$ cat src/rtl/fetch_unit.sv
// fetch_unit: PC register, 2-entry fetch buffer, reset/run/halt FSM.
// Optional FETCH_MISALIGN_CHECK_EN: sticky fault on misaligned redirect.
module fetch_unit #(
  parameter logic [31:0] RESET_PC  = 32'h0000_0000,
  parameter int          BUF_DEPTH = 2
) (
  input  logic        clk,
  input  logic        rst,
  output logic [31:0] imem_pc,
  input  logic [31:0] imem_instr,
  input  logic        redirect_valid,
  input  logic [31:0] redirect_pc,
  input  logic        halt_req,
  output logic        if_valid,
  input  logic        if_ready,
  output logic [31:0] if_instr,
  output logic [31:0] if_pc,
  output logic [31:0] if_pc4,
  output logic        halted,
  output logic        fetch_fault
);

  typedef enum logic [1:0] {
    S_RESET,
    S_RUN,
    S_HALT
  } state_t;

  state_t      state_q, state_d;
  logic [31:0] pc_q, pc_d;
  logic [1:0]  cnt_q, cnt_d;
  logic [31:0] e_pc_q  [2];
  logic [31:0] e_ins_q [2];
  logic        push, pop, flush;
  logic        full, has;
  logic        fault_q, misalign;
  logic [1:0]  wsel;

  assign full = (cnt_q == 2'(BUF_DEPTH));
  assign has  = (cnt_q != 2'd0);
  assign wsel = cnt_q - {1'b0, pop};

`ifdef FETCH_MISALIGN_CHECK_EN
  assign misalign = (redirect_pc[1:0] != 2'b00);

  // Fault latches on a misaligned redirect and only reset clears it
  always_ff @(posedge clk or posedge rst) begin
    if (rst) begin
      fault_q <= 1'b0;
    end else if (redirect_valid && state_q != S_RESET && misalign) begin
      fault_q <= 1'b1;
    end
  end
`else
  assign misalign = 1'b0;
  assign fault_q  = 1'b0;
`endif

  // State, pc and occupancy registers
  always_ff @(posedge clk or posedge rst) begin
    if (rst) begin
      state_q <= S_RESET;
      pc_q    <= RESET_PC;
      cnt_q   <= 2'd0;
    end else begin
      state_q <= state_d;
      pc_q    <= pc_d;
      cnt_q   <= cnt_d;
    end
  end

  // Next state, push/pop/flush decisions; redirect wins over all else
  always_comb begin
    state_d = state_q;
    pc_d    = pc_q;
    push    = 1'b0;
    flush   = 1'b0;
    pop     = if_valid && if_ready;
    unique case (state_q)
      S_RESET: state_d = S_RUN;
      S_RUN: begin
        if (redirect_valid) begin
          flush = 1'b1;
          pc_d  = redirect_pc;
          if (halt_req || misalign) state_d = S_HALT;
        end else if (halt_req) begin
          state_d = S_HALT;
        end else begin
          push = !full || pop;
        end
      end
      S_HALT: begin
        if (redirect_valid) begin
          flush = 1'b1;
          pc_d  = redirect_pc;
        end else if (!halt_req && !fault_q) begin
          state_d = S_RUN;
        end
      end
      default: state_d = S_RESET;
    endcase
    if (push) pc_d = pc_q + 32'd4;
    cnt_d = cnt_q;
    if (flush) begin
      cnt_d = 2'd0;
    end else if (push && !pop) begin
      cnt_d = cnt_q + 2'd1;
    end else if (pop && !push) begin
      cnt_d = cnt_q - 2'd1;
    end
  end

  // Shift-style buffer: entry 0 is always the head
  always_ff @(posedge clk or posedge rst) begin
    if (rst) begin
      e_pc_q[0]  <= '0;
      e_pc_q[1]  <= '0;
      e_ins_q[0] <= '0;
      e_ins_q[1] <= '0;
    end else begin
      if (push && wsel == 2'd0) begin
        e_pc_q[0]  <= pc_q;
        e_ins_q[0] <= imem_instr;
      end else if (pop) begin
        e_pc_q[0]  <= e_pc_q[1];
        e_ins_q[0] <= e_ins_q[1];
      end
      if (push && wsel == 2'd1) begin
        e_pc_q[1]  <= pc_q;
        e_ins_q[1] <= imem_instr;
      end
    end
  end

  assign imem_pc     = pc_q;
  assign if_valid    = has && !redirect_valid;
  assign if_pc       = has ? e_pc_q[0] : '0;
  assign if_instr    = has ? e_ins_q[0] : '0;
  assign if_pc4      = has ? e_pc_q[0] + 32'd4 : '0;
  assign halted      = (state_q == S_HALT) && !has;
  assign fetch_fault = fault_q;

endmodule
$ cat config.mk
export PLATFORM = sky130hd
export DESIGN_NAME = fetch_unit
export DESIGN_NICKNAME = d
export VERILOG_FILES = /design/src/rtl/fetch_unit.sv
export SDC_FILE = /design/constraint.sdc
export NUM_CORES = 1
export LEC_CHECK = 0
export BUFFER_PORTS_ARGS = -buffer_cell sky130_fd_sc_hd__buf_2
export CAP_MARGIN = 20
export CORE_UTILIZATION = 55
export CTS_CLUSTER_SIZE = 40
export DETAILED_ROUTE_END_ITERATION = 8
export PLACE_DENSITY = 0.81
export SLEW_MARGIN = 20
export SYNTH_ARGS = -nofsm -noshare
export SYNTH_HDL_FRONTEND = slang
export SYNTH_SLANG_ARGS = --single-unit
export TNS_END_PERCENT = 1
$ cat constraint.sdc
create_clock -name clk -period 6.9 [get_ports clk]
set_clock_uncertainty 0.2 [all_clocks]
set_input_delay 0.345 -clock clk [delete_from_list [all_inputs] [get_ports clk]]
set_output_delay 0.345 -clock clk [all_outputs]
set_load 0.01 [all_outputs]
==> results of run 1 <==
## registers in the layout, indices dropped and copies added, names as in the netlist
signal / count
cnt_q: 2
e_pc_q: 64
imem_pc: 32
e_ins_q: 64
state_q: 2
## stage by stage
step,cells,util [%]
2_1_floorplan,898,-
6_report,1320,70.0
3_3_place_gp,1250,63.9
4_1_cts,1320,70.0
5_1_grt,1320,70.0
3_5_place_dp,1250,63.9
## worst max-delay path by stage
stage | end | slack, ps | depth (start not counted)
floorplan | cnt_q[0] | 1920 | 1
global placement | e_ins_q[2] | 3290 | 11
detailed placement | e_ins_q[6] | 3210 | 11
CTS | e_ins_q[26] | 3180 | 11
global route | e_ins_q[2] | 2970 | 11
finish | e_ins_q[3] | 3140 | 11
## cells by family (layout without fill, tap and decap cells)
kind of cell / after synthesis / in the layout / share of synthesized area [%]
adder cells (fa/ha/maj): 6 / 6 / 0.852
other: 1 / 1 / 0.0425
XOR/XNOR: 17 / 17 / 1.69
AO/OA/AOI/OAI: 170 / 170 / 11.3
AND/OR/NAND/NOR: 323 / 323 / 18.8
multiplexers: 139 / 139 / 16.8
buffers and inverters: 78 / 289 / 3.99
flip-flops: 164 / 164 / 46.6
## metal layers
metal  up-vias  share of wire (%)  GRT usage [%]
li1       3571                  -              -
met1      3621                 43           40.1
met2       329                 47           45.4
met3        49                7.5           7.36
met4         0                2.4           10.0
met5         -                  0              0
## power by group through the flow
stage               clock (µW)  combinational (µW)  sequential (µW)
floorplan                    0                1280             1780
global placement             0                1730             1900
detailed placement           0                1780             1930
CTS                        919                1820             1920
global route               964                2030             2000
finish                     911                1830             1940
## cell usage in the layout, fill, tap and decap left out, types with 4 or more instances in the layout
cell type | netlist | layout
xor2_1 | 12 | 12
xnor2_1 | 5 | 5
nor2_1 | 121 | 120
inv_1 | 13 | 12
clkbuf_16 | 0 | 17
mux2_1 | 9 | 9
dfrtp_1 | 164 | 164
nand3_1 | 37 | 36
o22ai_1 | 10 | 10
o22a_1 | 6 | 6
clkinv_4 | 0 | 4
buf_4 | 3 | 8
a21oi_1 | 102 | 102
ha_1 | 6 | 6
nor3_1 | 5 | 5
buf_2 | 26 | 198
and3_1 | 5 | 5
nand2_1 | 38 | 37
o21a_1 | 5 | 5
nor4_1 | 4 | 4
dlygate4sd3_1 | 0 | 38
a311oi_1 | 6 | 6
nand4_1 | 14 | 14
and4_1 | 6 | 6
and2_1 | 68 | 68
inv_6 | 0 | 5
mux2i_1 | 67 | 67
or3_1 | 6 | 6
mux2_2 | 63 | 63
o21ai_0 | 19 | 19
## worst max-delay path, cell delays in order, from the launching register on
cell	delay (ps)
dfrtp_1	480
nor2_2	110
buf_4	330
nor2_1	140
nand2_4	100
inv_1	40
ha_1	180
xnor2_1	270
nand2_1	140
nor2_4	590
buf_4	590
mux2_2	400
## cell type report
type / count / area, µm²
multi-input cells: 656 / 4380
well taps: 211 / 264
clock inverters: 13 / 125
fillers: 1174 / 4630
repair buffers: 244 / 1430
flip-flops and latches: 164 / 4100
clock buffers: 19 / 443
inverters: 13 / 53.8
==> results.json, run 1 <==
{
  "status": "finished, final reports clean",
  "slew_headroom_pct": 22.5,
  "area_growth_pct": 22.6,
  "dr.pass1.iters": 7,
  "fin_crit_ps": 3760,
  "hold_buffers": 38,
  "place_ws_ps": 3210,
  "ioPinCount": 200,
  "start_util_pct": 57.1,
  "hp-start": "redirect_pc[9]",
  "row_count": 45,
  "critPathMaxFanout": 41,
  "cellPowerDensity_nw_per_um2": 433,
  "h-tree-depth": 4,
  "criticalPathCategory": "flop to flop",
  "numCtsBuffers": 17,
  "antenna_found_initial": 0,
  "yosysMostFrequentCell": "dfrtp_1",
  "combPwrFrac_pct": 39.2,
  "clockBufferDepth": 2,
  "nets": 1171,
  "worst_slew_pin_slew_ps": 1160,
  "slew_violations": 0,
  "yosysTopAreaCell": "dfrtp_1",
  "core-area_um2": 15400,
  "synth_edf_count": 0,
  "yosys-top-cells-area": "dfrtp_1 (47%), mux2_2 (8.0%), mux2i_1 (7.6%)",
  "antenna_left": 0,
  "grt_pass1_wl_mm": 37.3,
  "root_buffer": "clkbuf_16",
  "hold_class": "input port to flop",
  "period_share_pct": 54.6,
  "gp_congestion": 0.805,
  "worst_r2r_path_depth": 11,
  "die_h_um": 129,
  "drt_iter0_drc": 530,
  "place_area_um2": 9850,
  "viasPerCell": 5.73,
  "critPathLaunchType": "flop",
  "grt_pass1_vias": 7154,
  "syn_avg_cell_area_um2": 9.81,
  "stdcell_area_um2": 10800,
  "peakVddDrop_uv": 227,
  "io_buffers": 198,
  "wl_mm": 23.2,
  "synthCells": 898,
  "synth_common_cells": "dfrtp_1 (164), nor2_1 (121), a21oi_1 (102), and2_1 (68), mux2i_1 (67)",
  "hold_violations": 0,
  "cap_violations": 0,
  "ys_types": 58,
  "diodes": 0,
  "synth_seq_cells": 164,
  "overflow": 0,
  "synth_area_um2": 8810,
  "rsz0062_at_grt": "no",
  "clkPwrFrac_pct": 19.5,
  "syn-num-nets": 973,
  "p_int_uw": 2770,
  "r2r_end": "e_ins_q[3]",
  "dpl.hpwl_mm": 14.7,
  "layout-drive-gt1-share_pct": 28.9,
  "cts_tree": "yes",
  "reg2reg_from": "cnt_q[1]",
  "timing.hold.ws_ps": 28.1,
  "synth_top_flop_cell": "dfrtp_1",
  "fmax_ghz": 0.266,
  "yosys.area.top_type_share_pct": 46.6,
  "cts_resized": 0,
  "startpoint": "cnt_q[1]",
  "chipWidth_um": 129,
  "dr_total_vias": 7570,
  "hold_depth": 3,
  "design_power_total_uw": 4680,
  "clk_latency_ps": 430,
  "post-cts-setup-buffers": 0,
  "grt_use_total_pct": 29.2,
  "required_ps": 7010,
  "numClockSinks": 164,
  "drc": 0,
  "clkTransAtPathRegs_ps": 60,
  "die_area_um2": 16500,
  "leakagePower_uw": 0.00539,
  "whs_endpoint": "imem_pc[9]",
  "p_seq_share_pct": 41.4,
  "grt_max_degree": 87,
  "switchingPower_uw": 1900,
  "sw_frac_of_total_pct": 40.7,
  "tns_ps": 0,
  "r2r_slack_ps": 3140,
  "setup_viol": 0,
  "ys_seq_area_share_pct": 46.6,
  "worstPathArrival_ps": 3880,
  "fin_ws_ps": 3140,
  "wl_per_cell_um": 17.6,
  "end_kind": "flop",
  "ys.warnings.count": 0,
  "synthArstFlopShare_pct": 100
}
(Power assumes the default switching activity.)
==> inputs of run 2 (changes only) <==
Clock period 6.9 ns to 3.95 ns, I/O delays scaled along.
==> results.json, run 2 (synthesized netlist as in run 1, its figures left out) <==
{
  "status": "finished, final reports clean",
  "wl_mm": 23.4,
  "numClockSinks": 164,
  "hold_buffers": 65,
  "worstPathArrival_ps": 2550,
  "dr_total_vias": 7740,
  "viasPerCell": 5.74,
  "tns_ps": 0,
  "ioPinCount": 200,
  "post-cts-setup-buffers": 0,
  "rsz0062_at_grt": "no",
  "slew_violations": 0,
  "crit_buf_inv": 1,
  "crit_chain": "and3_1 > and4_1 > nand2_1 > or4_1 > a21oi_1 > buf_2",
  "core-area_um2": 15400,
  "path_depth": 6,
  "crit_slowest_cell": "or4_1",
  "grt_use_total_pct": 29.1,
  "period_share_pct": 74.5,
  "seq_area_um2": 4100,
  "clockBufferDepth": 2,
  "leakagePower_uw": 0.00551,
  "clk_latency_ps": 420,
  "overflow": 0,
  "peakVddDrop_uv": 391,
  "nets": 1200,
  "worst_r2r_path_depth": 6,
  "final_cell_mix": "buf_2 (198), dfrtp_1 (164), nor2_1 (120)",
  "die_area_um2": 16500,
  "grt_pass1_wl_mm": 37.3,
  "area_growth_pct": 26.0,
  "worst_slew_pin_slew_ps": 1050,
  "cts_tree": "yes",
  "row_count": 45,
  "wl_per_cell_um": 17.4,
  "criticalPathCategory": "flop to output pin",
  "layout_commonest_cell": "buf_2",
  "design_power_total_uw": 8140,
  "multiInputGateArea_um2": 4380,
  "die_h_um": 129,
  "cp_top_family": "simple AND/OR/NAND/NOR gates",
  "grt_pass1_vias": 7333,
  "drt_iter0_drc": 482,
  "fin_crit_ps": 2940,
  "h-tree-depth": 4,
  "clkTransAtPathRegs_ps": 60,
  "diodes": 0,
  "start_util_pct": 57.1,
  "cap_violations": 0,
  "hold_class": "input port to flop",
  "cts_resized": 0,
  "antenna_left": 0,
  "dp.cells": 1252,
  "chipWidth_um": 129,
  "end_kind": "output pin",
  "critPathLaunchType": "flop",
  "drc": 0,
  "numCtsBuffers": 17,
  "setup_viol": 0,
  "hold_violations": 0,
  "fin_cells": 1349,
  "root_buffer": "clkbuf_16",
  "layout-drive-gt1-share_pct": 28.3,
  "grt_max_degree": 165,
  "nFillCells": 1102,
  "critPathMaxFanout": 8,
  "fin_util_pct": 72.0,
  "antenna_found_initial": 0,
  "gp_congestion": 0.872,
  "fmax_ghz": 0.340,
  "slew_headroom_pct": 29.4,
  "required_ps": 3550,
  "dr.pass1.iters": 5,
  "cellPowerDensity_nw_per_um2": 734,
  "max_stage_delay_ps": 490,
  "io_buffers": 198,
  "hold_depth": 3,
  "dpl.hpwl_mm": 14.7
}
run 2: cell types whose count changed in the layout (fill, tap and decap cells not counted), moves of 2 or more:
cell and change:
dlygate4sd3_1 +27, buf_12 +2, clkinv_2 +2, inv_6 -2
run 2: layer usage:
layer  track usage [%]  vias up  part of all wire (%)
li1                  -     3629                     -
met1              39.8     3713                    43
met2              45.0      338                    47
met3              5.49       60                   7.5
met4              13.9        0                   3.3
met5                 0        -                     0
run 2: per-stage QoR:
stage | hold slack (ps) | instance area (µm²) | setup slack, ps
after floorplan | 88.8 | 8820 | 943
after global placement | 225 | 9890 | 1230
after detailed placement | 220 | 9890 | 1140
after CTS | 2.27 | 11100 | 996
after global routing | 21.8 | 11100 | 837
final | 37.9 | 11100 | 1010
run 2: worst paths after layout:
check	start	to	slack [ps]
max	e_pc_q[36]	if_pc4[31]	1010
min	redirect_pc[13]	imem_pc[13]	40
max reg2reg	state_q[0]	imem_pc[19]	1110
min reg2reg	e_pc_q[17]	e_pc_q[17]	290
max in group asynchronous	rst	imem_pc[15]	2460
min in group asynchronous	rst	e_ins_q[62]	270
run 2: final cells by class:
type,instances,area share [%]
clock inverters,14,1.16
well taps,211,2.38
multi-input cells,656,39.5
clock buffers,18,3.87
repair buffers,273,15.7
flip-flops and latches,164,37.0
inverters,13,0.473
run 2: where the power goes:
part / leakage [µW] / internal, µW / switching [µW]
Combinational: 0.00326 / 1480 / 1730
Clock: 0.000273 / 875 / 687
Sequential: 0.00197 / 2490 / 877
Total: 0.00551 / 4850 / 3290
run 2: worst register-to-register path: cells and delay by family, from the launching register on:
kind | cells | cell delay, ps
AO/OA/AOI/OAI | 3 | 1180
adder cells (fa/ha/maj) | 1 | 470
flip-flops | 1 | 400
AND/OR/NAND/NOR | 1 | 390
buffers and inverters | 1 | 80
==> inputs of run 3 (changes only) <==
Clock period 3.95 ns to 2.8 ns, I/O delays scaled along.
==> results.json, run 3 (synthesized netlist as in run 1, its figures left out) <==
{
  "die_h_um": 129,
  "cp_top_family": "simple AND/OR/NAND/NOR gates",
  "numCtsBuffers": 17,
  "h-tree-depth": 4,
  "drc": 0,
  "fin_crit_ps": 2780,
  "overflow": 0,
  "use_met3_pct": 6.61,
  "dr_total_vias": 7802,
  "die_area_um2": 16500,
  "start_util_pct": 57.1,
  "grt_pass1_vias": 7558,
  "clockBufferDepth": 2,
  "dpl.hpwl_mm": 15.1,
  "grt_use_total_pct": 29.8,
  "clkTransAtPathRegs_ps": 60,
  "wl_mm": 24.0,
  "slew_headroom_pct": 24.7,
  "clk_latency_ps": 420,
  "fin_cells": 1366,
  "worst_slew_pin_slew_ps": 1130,
  "io_buffers": 198,
  "criticalPathCategory": "flop to output pin",
  "numClockSinks": 164,
  "antenna_found_initial": 0,
  "slew_violations": 0,
  "peakVddDrop_uv": 574,
  "status": "finished, final reports clean",
  "critPathLaunchType": "flop",
  "gp_congestion": 0.892,
  "viasPerCell": 5.71,
  "layout-drive-gt1-share_pct": 30.3,
  "chipWidth_um": 129,
  "crit_slowest_cell": "dfrtp_1",
  "nFillCells": 1098,
  "antenna_left": 0,
  "layout_commonest_cell": "buf_2",
  "grt_max_degree": 104,
  "hold_violations": 0,
  "end_kind": "output pin",
  "final_cell_mix": "buf_2 (198), dfrtp_1 (157), nor2_1 (119)",
  "dr.pass1.iters": 5,
  "rsz0062_at_grt": "yes",
  "busiest_layer": "met2",
  "critPathMaxFanout": 8,
  "max_stage_delay_ps": 470,
  "fin_ws_ps": 22.4,
  "r2r_slack_ps": 230,
  "crit_buf_inv": 1,
  "use_met1_pct": 39.1,
  "ioPinCount": 200,
  "wl_per_cell_um": 17.6,
  "grt_pass1_wl_mm": 38.4,
  "cts_tree": "yes",
  "r2r_end": "e_ins_q[45]",
  "leakagePower_uw": 0.00564,
  "worst_r2r_path_depth": 9,
  "root_buffer": "clkbuf_16",
  "period_share_pct": 99.2,
  "crit_chain": "ha_2 > and4_1 > and2_2 > nor2b_1 > mux2_2 > buf_2",
  "gr-usage-met2_pct": 48.9,
  "setup_viol": 0,
  "nets": 1217,
  "place_ws_ps": 252,
  "dp.cells": 1266,
  "worstPathArrival_ps": 2440,
  "cellPowerDensity_nw_per_um2": 1060,
  "core-area_um2": 15400,
  "area_growth_pct": 29.1,
  "required_ps": 2460,
  "reg2reg_from": "state_q[1]",
  "hold_class": "input port to async pin",
  "fmax_ghz": 0.360,
  "cap_violations": 0,
  "drt_iter0_drc": 548,
  "row_count": 45
}
-- run 3: changes by cell type in the layout (fill, tap and decap cells not counted), sizes merged --
cell / change
buf: +15
clkinv: -4
bufinv: +3
dlygate4sd3: +2
inv: -2
clkbuf: +2
diode: +1
-- run 3: per-stage QoR --
stage | total power, µW | utilization, % | hold slack [ps] | TNS, ps | cell area [µm²]
after floorplan | 7540 | - | 31.3 | -13970 | 8820
after global placement | 9090 | 65.0 | -89.1 | 0 | 10000
after detailed placement | 9280 | 65.0 | -85.7 | 0 | 10000
after CTS | 12000 | 73.6 | 17.8 | -21.0 | 11400
after global routing | 12800 | 73.7 | 43.6 | -107 | 11400
final | 12000 | 73.7 | 16.9 | 0 | 11400
-- run 3: worst register-to-register path, delay by kind of cell (launching register included) --
family	cells	cell delay, ps
flops	1	400
simple gates	4	860
fa+ha+maj	1	210
compound gates	1	70
buf+inv	3	720
-- run 3: worst max-delay path by stage --
| stage | startpoint | endpoint | slack (ps) | cells after the start |
|---|---|---|---|---|
| 2_1_floorplan | cnt_q[1] | e_ins_q[30] | -210 | 13 |
| 3_3_place_gp | state_q[1] | imem_pc[9] | 340 | 7 |
| 3_5_place_dp | state_q[1] | imem_pc[9] | 250 | 7 |
| 4_1_cts | e_pc_q[42] | if_pc4[20] | -20 | 6 |
| 5_1_grt | e_pc_q[50] | if_pc4[31] | -80 | 6 |
| 6_report | e_pc_q[35] | if_pc4[20] | 20 | 6 |
-- run 3: area by class of cell --
type	count	area (µm²)	share of cell area (%)
inverters	13	52.6	0.462
well taps	211	264	2.32
flip-flops and latches	164	4110	36.2
repair buffers	290	1910	16.8
clock inverters	11	174	1.53
multi-input cells	656	4390	38.6
diodes	1	2.50	0.0220
clock buffers	20	467	4.10
-- run 3: layer usage --
metal  share of wire (%)  routed length [µm]
met4                 2.4                 579
met2                  48               11600
met5                   0                   0
met3                 7.5                1810
met1                  42               10100
-- run 3: where the power goes --
group          internal, µW  leakage, µW  switching (µW)
clock                  1570     0.000310             956
combinational          2200      0.00336            2540
sequential             3530      0.00196            1220
total                  7300      0.00564            4720
-- run 3: repair_timing --
action                     CTS  global route
gates cloned                 0             0
setup buffers                1             0
hold buffers                67             0
pin swaps                    1             0
gates resized for setup      5             9
setup endpoints to repair    2             4
hold endpoints to repair   264             0
